--- src/rtl/fetch_pkg.sv ---
// Fetch-stage shared types and constants.
// State encoding and the 33-bit hold-buffer layout.
package fetch_pkg;

  localparam int INSTR_W = 16;

  localparam logic [15:0] RESET_PC_DEF = 16'h0000;
  localparam logic [4:0]  HALT_OPC_DEF = 5'b00000;

  typedef enum logic [1:0] {
    S_FETCH = 2'd0,
    S_HOLD  = 2'd1,
    S_DRAIN = 2'd2,
    S_HALT  = 2'd3
  } state_t;

  typedef struct packed {
    logic [INSTR_W-1:0] instr;
    logic [15:0]        pc_inc;
    logic               halt;
  } fbuf_t;

endpackage

--- src/rtl/fetch_buf.sv ---
// Hold buffer for a fetched word that decode could not accept.
// Enable-loaded 33-bit register, cleared by reset.
module fetch_buf
  import fetch_pkg::*;
(
  input  logic  clk,
  input  logic  rst,
  input  logic  en,
  input  fbuf_t nxt,
  output fbuf_t cur
);

  // load on enable, clear on reset
  always_ff @(posedge clk) begin
    if (rst)
      cur <= '0;
    else if (en)
      cur <= nxt;
  end

endmodule

--- src/rtl/fetch_ctrl.sv ---
// Fetch sequencer: owns the PC, drives imem, feeds the FD register.
// Holds on decode stall, drains wrong-path reads, stops on HALT.
module fetch_ctrl
  import fetch_pkg::*;
#(
  parameter logic [15:0] RESET_PC = RESET_PC_DEF,
  parameter logic [4:0]  HALT_OPC = HALT_OPC_DEF
) (
  input  logic        clk,
  input  logic        rst,
  output logic [15:0] imem_addr,
  output logic        imem_rd,
  input  logic [15:0] imem_data,
  input  logic        imem_done,
  input  logic        imem_stall,
  input  logic        fd_stall,
  input  logic        redirect,
  input  logic [15:0] redirect_pc,
  output logic [15:0] instr_out,
  output logic [15:0] pc_inc_out,
  output logic        valid_out,
  output logic        fd_we,
  output logic        halted
);

  state_t      state;
  logic [15:0] pc;
  logic [15:0] tgt;
  logic [15:0] pc_nx2;
  logic        is_halt;
  logic        buf_we;
  fbuf_t       buf_nxt;
  fbuf_t       buf_cur;

  assign pc_nx2  = pc + 16'd2;
  assign is_halt = (imem_data[15:11] == HALT_OPC);
  assign buf_nxt = {imem_data, pc_nx2, is_halt};
  assign buf_we  = !rst && (state == S_FETCH) && !redirect
                 && imem_done && fd_stall;

  fetch_buf u_buf (
    .clk (clk),
    .rst (rst),
    .en  (buf_we),
    .nxt (buf_nxt),
    .cur (buf_cur)
  );

  // FD d-inputs and imem request, decoded from state
  always_comb begin
    imem_addr  = pc;
    imem_rd    = 1'b0;
    fd_we      = !fd_stall;
    valid_out  = 1'b0;
    instr_out  = imem_data;
    pc_inc_out = pc_nx2;
    halted     = 1'b0;
    case (state)
      S_FETCH: begin
        imem_rd = 1'b1;
        if (imem_done && !fd_stall) begin
          valid_out = 1'b1;
          fd_we     = 1'b1;
        end
      end
      S_HOLD: begin
        instr_out  = buf_cur.instr;
        pc_inc_out = buf_cur.pc_inc;
        if (!fd_stall) begin
          valid_out = 1'b1;
          fd_we     = 1'b1;
        end
      end
      S_DRAIN: imem_rd = 1'b1;
      S_HALT:  halted  = 1'b1;
      default: ;
    endcase
    if (redirect) begin
      fd_we     = 1'b1;
      valid_out = 1'b0;
    end
    if (rst) begin
      imem_rd   = 1'b0;
      fd_we     = 1'b0;
      valid_out = 1'b0;
      halted    = 1'b0;
    end
  end

  // PC, drain target and sequencer state
  always_ff @(posedge clk) begin
    if (rst) begin
      pc    <= RESET_PC;
      tgt   <= '0;
      state <= S_FETCH;
    end else begin
      case (state)
        S_FETCH: begin
          if (redirect) begin
            if (imem_stall && !imem_done) begin
              tgt   <= redirect_pc;
              state <= S_DRAIN;
            end else begin
              pc <= redirect_pc;
            end
          end else if (imem_done) begin
            pc <= pc_nx2;
            if (fd_stall)
              state <= S_HOLD;
            else if (is_halt)
              state <= S_HALT;
          end
        end
        S_HOLD: begin
          if (redirect) begin
            pc    <= redirect_pc;
            state <= S_FETCH;
          end else if (!fd_stall) begin
            state <= buf_cur.halt ? S_HALT : S_FETCH;
          end
        end
        S_DRAIN: begin
          if (redirect)
            tgt <= redirect_pc;
          if (imem_done) begin
            pc    <= redirect ? redirect_pc : tgt;
            state <= S_FETCH;
          end
        end
        S_HALT: begin
          if (redirect) begin
            pc    <= redirect_pc;
            state <= S_FETCH;
          end
        end
        default: state <= S_FETCH;
      endcase
    end
  end

endmodule
--- config.mk ---
export PLATFORM = sky130hd
export DESIGN_NAME = fetch_ctrl
export DESIGN_NICKNAME = d
export VERILOG_FILES = /design/src/rtl/fetch_pkg.sv /design/src/rtl/fetch_buf.sv /design/src/rtl/fetch_ctrl.sv
export SDC_FILE = /design/constraint.sdc
export NUM_CORES = 1
export LEC_CHECK = 0
export ABC_AREA = 0
export ABC_CLOCK_PERIOD_IN_PS = 2780
export BUFFER_PORTS_ARGS = -buffer_cell sky130_fd_sc_hd__buf_2
export CAP_MARGIN = 20
export CORE_MARGIN = 5
export CORE_UTILIZATION = 45
export DETAILED_ROUTE_END_ITERATION = 10
export GPL_TIMING_DRIVEN = 0
export MAX_ROUTING_LAYER = met4
export PLACE_DENSITY = 0.69
export SLEW_MARGIN = 30
export SYNTH_ARGS = -nofsm -noshare
export SYNTH_HDL_FRONTEND = slang
export SYNTH_SLANG_ARGS = --single-unit
--- constraint.sdc ---
create_clock -name clk -period 2.78 [get_ports clk]
set_input_delay 0.417 -clock clk [delete_from_list [all_inputs] [get_ports clk]]
set_output_delay 0.417 -clock clk [all_outputs]
set_load 0.01 [all_outputs]
# Word-level counts from Yosys, hierarchy flattened
# Index checks and enable logic that the tools add are counted.
[word_totals]
register_bits = 67
in_bits = 38
out_inout_bits = 52
[classes]
n_addsub = 1
n_eq_ne = 13
muxes = 37
n_reduce_logical = 18
[op_table]
columns = ["cell", "count"]
rows = [
  ["two-way mux 16 bit", 10],
  ["case mux 16 bit (3 select lines)", 1],
  ["case mux 16 bit (2 select lines)", 1],
  ["two-way mux 2 bit", 10],
  ["adder 16 x 2 -> 16 bit, second input constant", 1],
  ["two-way mux 1 bit", 12],
  ["inequality test 3 bit, second input constant", 3],
  ["case mux 2 bit (4 select lines)", 1],
  ["logical AND 1 bit", 6],
  ["inequality test 2 bit, second input constant", 3],
  ["AND reduction 6 bit", 1],
  ["logical NOT 5 bit", 1],
  ["== test 2 bit, second input constant", 2],
  ["logical NOT 1 bit", 4],
  ["inequality test 2 x 1 -> 1 bit, second input constant", 2],
  ["inequality test 4 bit, second input constant", 1],
  ["case mux 1 bit (2 select lines)", 2],
  ["AND reduction 4 bit", 1],
  ["OR reduction 2 bit", 2],
  ["inequality test 3 x 2 -> 1 bit, second input constant", 1],
  ["AND reduction 3 bit", 1],
  ["== test 2 x 1 -> 1 bit, second input constant", 1],
  ["logical NOT 2 bit", 1],
  ["nonzero test 2 bit", 1],
]

# Logic depth before layout (Yosys ltp)
[logic_depth]
ltp_word = 6
depth_mapped = 7
depth_no_buf = 5

# By module
# A second synthesis with hierarchy kept.
[hier_totals]
hier_cells = 425
area_unflattened_um2 = 3756.1
[modules_own_cells]
columns = ["module", "n_inst", "cells_each", "area_per_inst_um2", "seq_area_each_um2"]
rows = [
  ["fetch_ctrl", 1, 318, 2553.7, 680.7],
  ["fetch_buf", 1, 107, 1202.4, 660.6],
]

# Worst setup path before layout
# Ideal clock, no wire load.
[synth_path]
kind = "register -> output"
from = "reg pc[1] (netlist: imem_addr[1])"
to = "out pc_inc_out[15]"
arrival_time_ps = 1872
required_ps = 2363
path_slack_ps = 491
path_stages_with_launch = 6
n_path_buf = 0
cell_sequence = "dfxtp_1 > ha_1 > nand3_1 > or4_4 > xor2_1 > a21oi_1"
[synth_via]
elab_chain_len = 2
[synth_rtl]
columns = ["item", "line", "rtl"]
rows = [
  ["start, declared", "fetch_ctrl.sv:27", "logic [15:0] pc;"],
  ["start signal, assigned", "fetch_ctrl.sv:104", "pc <= redirect_pc;"],
  ["start signal, assigned", "fetch_ctrl.sv:107", "pc <= pc_nx2;"],
  ["start signal, assigned", "fetch_ctrl.sv:116", "pc <= redirect_pc;"],
  ["adder 16 x 2 -> 16 bit", "fetch_ctrl.sv:35", "assign pc_nx2 = pc + 16'd2;"],
  ["two-way mux 16 bit", "fetch_ctrl.sv:58", "case (state)"],
  ["end, declared", "fetch_ctrl.sv:20", "output logic [15:0] pc_inc_out,"],
]
# No other way between the ends.

# Final worst setup path
# Same ends and word-level chain as after synthesis.

==> results.md <==
- CTS Buf Count: 9
- Layout cell share with drive strength beyond 1: 0.281
- Sw frac: 0.297
- GP Congestion: approximately 0.96
- Asr flop ratio synth: 0
- Power density over the cells: around 550 mW/mm2
- Worst skew pair latency: around 0.36 ns
- RR Startpoint: state[0]
- Setup_tns: 0 ns
- Share of the synthesized area in the top cell type: 0.371
- Mapped Area: between 0.003 and 0.004 mm2
- H-tree levels: 3
- Setup CP Type: reg -> out
- Worst hold margin: around 0.25 ns
- Top cells by count, synth: dfxtp_1, nand2_1, nor2_1, nand3_1, a21oi_1
- Starting utilization of the core area: 0.465
- R2R setup slack: a little under 0.8 ns
- Clock Skew: approximately 0.0065 ns
- Number of flops mapped to enable cells by yosys: 0
- Port buffer count: between 80 and 90
- Net Switching: slightly above 700 uW
- Yosys Warn Count: 0
- Max cap viols: 0
- Drt initial violations: 297
- Core outline area: 0.00777 mm2
- CTS Sinks: 67
- Flop pwr share: 0.434
- Worst Setup End Kind: output pin
- Routed vias: approximately 3700
- Root buf cell: clkbuf_8
- Initial antenna violation count: 0
- Hold path depth: 3
- Clock buffer depth: 2
- WP data required: between 2 and 2.5 ns
- Worst Reg-to-Reg Cells: 6
- Ranking of synthesized cells by area: dfxtp_1, nand3_1, nand2_1
- Setup bufs post-CTS: 0
- Hold Crit Start: imem_data[8]
- Die Height: 99.6 um
- Synth Flop Type: dfxtp_1
- Drt wl/cell: around 16 um
- Post-Syn Nets: 496
- Yosys cell types: 53
- Worst reg2reg path endpoint: imem_addr[7]
- Critical path startpoint category: register
- Final hold violation count: 0
- Global-route wire length before repair: approximately 18000 um
- Worst slack at placement: 0.198 ns
- Cell Rows: 32
- Int Power: roughly 1.7 mW
- Total track usage: 0.230
- First drt pass iteration count: 5
- Fin crit period: ~2.7 ns
- Fin util: 0.569
- Yosys top cell by area: dfxtp_1
- Top fanout value on the critical path: 9
- Crit path DAT: about 2.3 ns
- Worst hold-check path type: in -> reg
- Worst Hold End: u_buf.cur[25]
- Synthesis-stage register bit count: 67
- Vias in the first global route: 3576
- DPL Wire Length: slightly above 8000 um
- Final WL: ~11000 um
- Tot Pwr: about 2.4 mW
- Residual DRC: 0
- I/O pin total: 90
- Worst-Margin Slew: about 0.58 ns
- LEAKAGE: ~2 nW
- Status: completed
- Die ar.: between 0.009 and 0.01 mm2
- Worst-path clk slew: ~0.080 ns
- Fin. max-slew vios: 0
- Post-CTS Hold Fix Bufs: 0
- Overflow left after global routing: 0
- # diodes: 0
- Fmax: between 0.3 and 0.4 GHz
- Die X-Extent: ~100 um
- Syn Area/Cell: 7.91 um2
- TritonCTS clock tree: done
- Most frequent cell after synthesis: dfxtp_1
- Tcrit/Tclk final: 0.958
- Part of the power in combinational logic: 0.190
- Nets: between 500 and 600
- Rel. slew slack: 0.611
- Max rail drop VDD: approximately 0.28 mV
- RSZ-0062 raised after global routing: false
- Final antenna-violating net count: 0
- Pin count of the biggest net entering global routing: 13
- Endpoints failing setup: 0
- Post-route worst setup slack: roughly 0.12 ns
- Gate Count Post-Synth: 457
- Post-synthesis sequential area ratio: 0.371
- Clk pwr share: 0.376
- Via density per instance: 5.61
- P&R area growth vs syn: 22.4%
==> registers in the layout, indices dropped and copies added, names as in the netlist <==
register / count
state: 2
u_buf.cur: 33
imem_addr: 16
tgt: 16
==> power by group through the flow <==
stage,Clock (mW),Combinational [mW],Sequential [mW]
finish,0.907,0.458,1.05
global route,0.960,0.502,1.05
CTS,0.911,0.455,1.05
detailed placement,0,0.451,1.07
global placement,0,0.446,1.07
floorplan,0,0.276,1.06
==> logic make-up (layout without fill, tap and decap cells) <==
group | count (synthesis) | count (layout) | synth area share
adders and majority gates | 1 | 1 | 0.00346
DFF | 67 | 67 | 0.371
and+or+nand+nor | 189 | 189 | 0.250
xor gates and xnor gates | 13 | 13 | 0.0315
muxes | 37 | 37 | 0.109
buffers and inverters | 51 | 156 | 0.0623
AOI/OAI and AO/OA | 99 | 99 | 0.173
==> layout by cell type, fill, tap and decap left out, drive strengths merged, types with 2 or more instances in the layout <==
master / Yosys / layout
inv: 8 / 8
and4: 4 / 4
o32ai: 4 / 4
o2bb2ai: 2 / 2
o211ai: 6 / 6
a211oi: 3 / 3
clkbuf: 16 / 27
o21ai: 31 / 31
o21a: 2 / 2
nor3: 6 / 6
a31o: 2 / 2
a21oi: 28 / 28
and3: 5 / 5
nand3: 42 / 42
clkinvlp: 0 / 3
nand2b: 3 / 3
xnor2: 9 / 9
dfxtp: 67 / 67
or3: 3 / 3
a21o: 2 / 2
nor4: 3 / 3
or4: 5 / 5
mux2i: 19 / 19
a31oi: 6 / 6
nor2: 46 / 46
xor2: 4 / 4
o311a: 2 / 2
nor2b: 6 / 6
a221oi: 3 / 3
mux2: 18 / 18
nand2: 55 / 55
buf: 27 / 114
nand4: 7 / 7
clkinv: 0 / 2
bufinv: 0 / 2
==> final cells by class <==
cell class / count / area (um2)
Inverter: 8 / 30.0
Tap cell: 102 / 128
Buffer: 43 / 203
Multi-Input combinational cell: 339 / 2050
Fill cell: 755 / 3340
Sequential cell: 67 / 1350
Clock inverter: 7 / 92.6
Timing Repair Buffer: 89 / 445
Clock buffer: 9 / 124
==> metal layers <==
metal,global-route usage,part of all wire,wire (um),up-vias
li1,-,-,-,1827
met1,0.314,0.46,5030,1739
met2,0.336,0.45,4890,142
met3,0.0463,0.073,791,18
met4,0.0840,0.016,171,0
met5,-,0,0,-
==> per-stage QoR <==
step                area (um2)  cells
floorplan                 3610    457
CTS                       4410    664
finish                    4420    664
global placement          4190    648
global route              4420    664
detailed placement        4190    648
==> how the worst max path moves through the flow <==
stage / start / to / slack, ns / cells past startpoint
2_1_floorplan: imem_addr[1] / pc_inc_out[15] / 0.49 / 5
4_1_cts: imem_addr[2] / pc_inc_out[15] / 0.03 / 6
3_5_place_dp: imem_addr[1] / pc_inc_out[15] / 0.20 / 6
5_1_grt: imem_addr[1] / pc_inc_out[15] / 0.005 / 6
6_report: imem_addr[1] / pc_inc_out[15] / 0.12 / 6
3_3_place_gp: imem_addr[1] / pc_inc_out[15] / 0.19 / 6
==> timing repair <==
action,in CTS,in global routing
gates resized for setup,3,7
setup endpoints to repair,11,11
pin swaps,0,0
gates cloned,0,0
==> critical path, cell delays in order (launching register included) <==
cell     delay, ns
dfxtp_4       0.42
ha_2          0.26
nand3_2       0.18
or4_4         0.55
xor2_1        0.17
a21oi_1       0.16
buf_2         0.15
(Power assumes the default switching activity.)
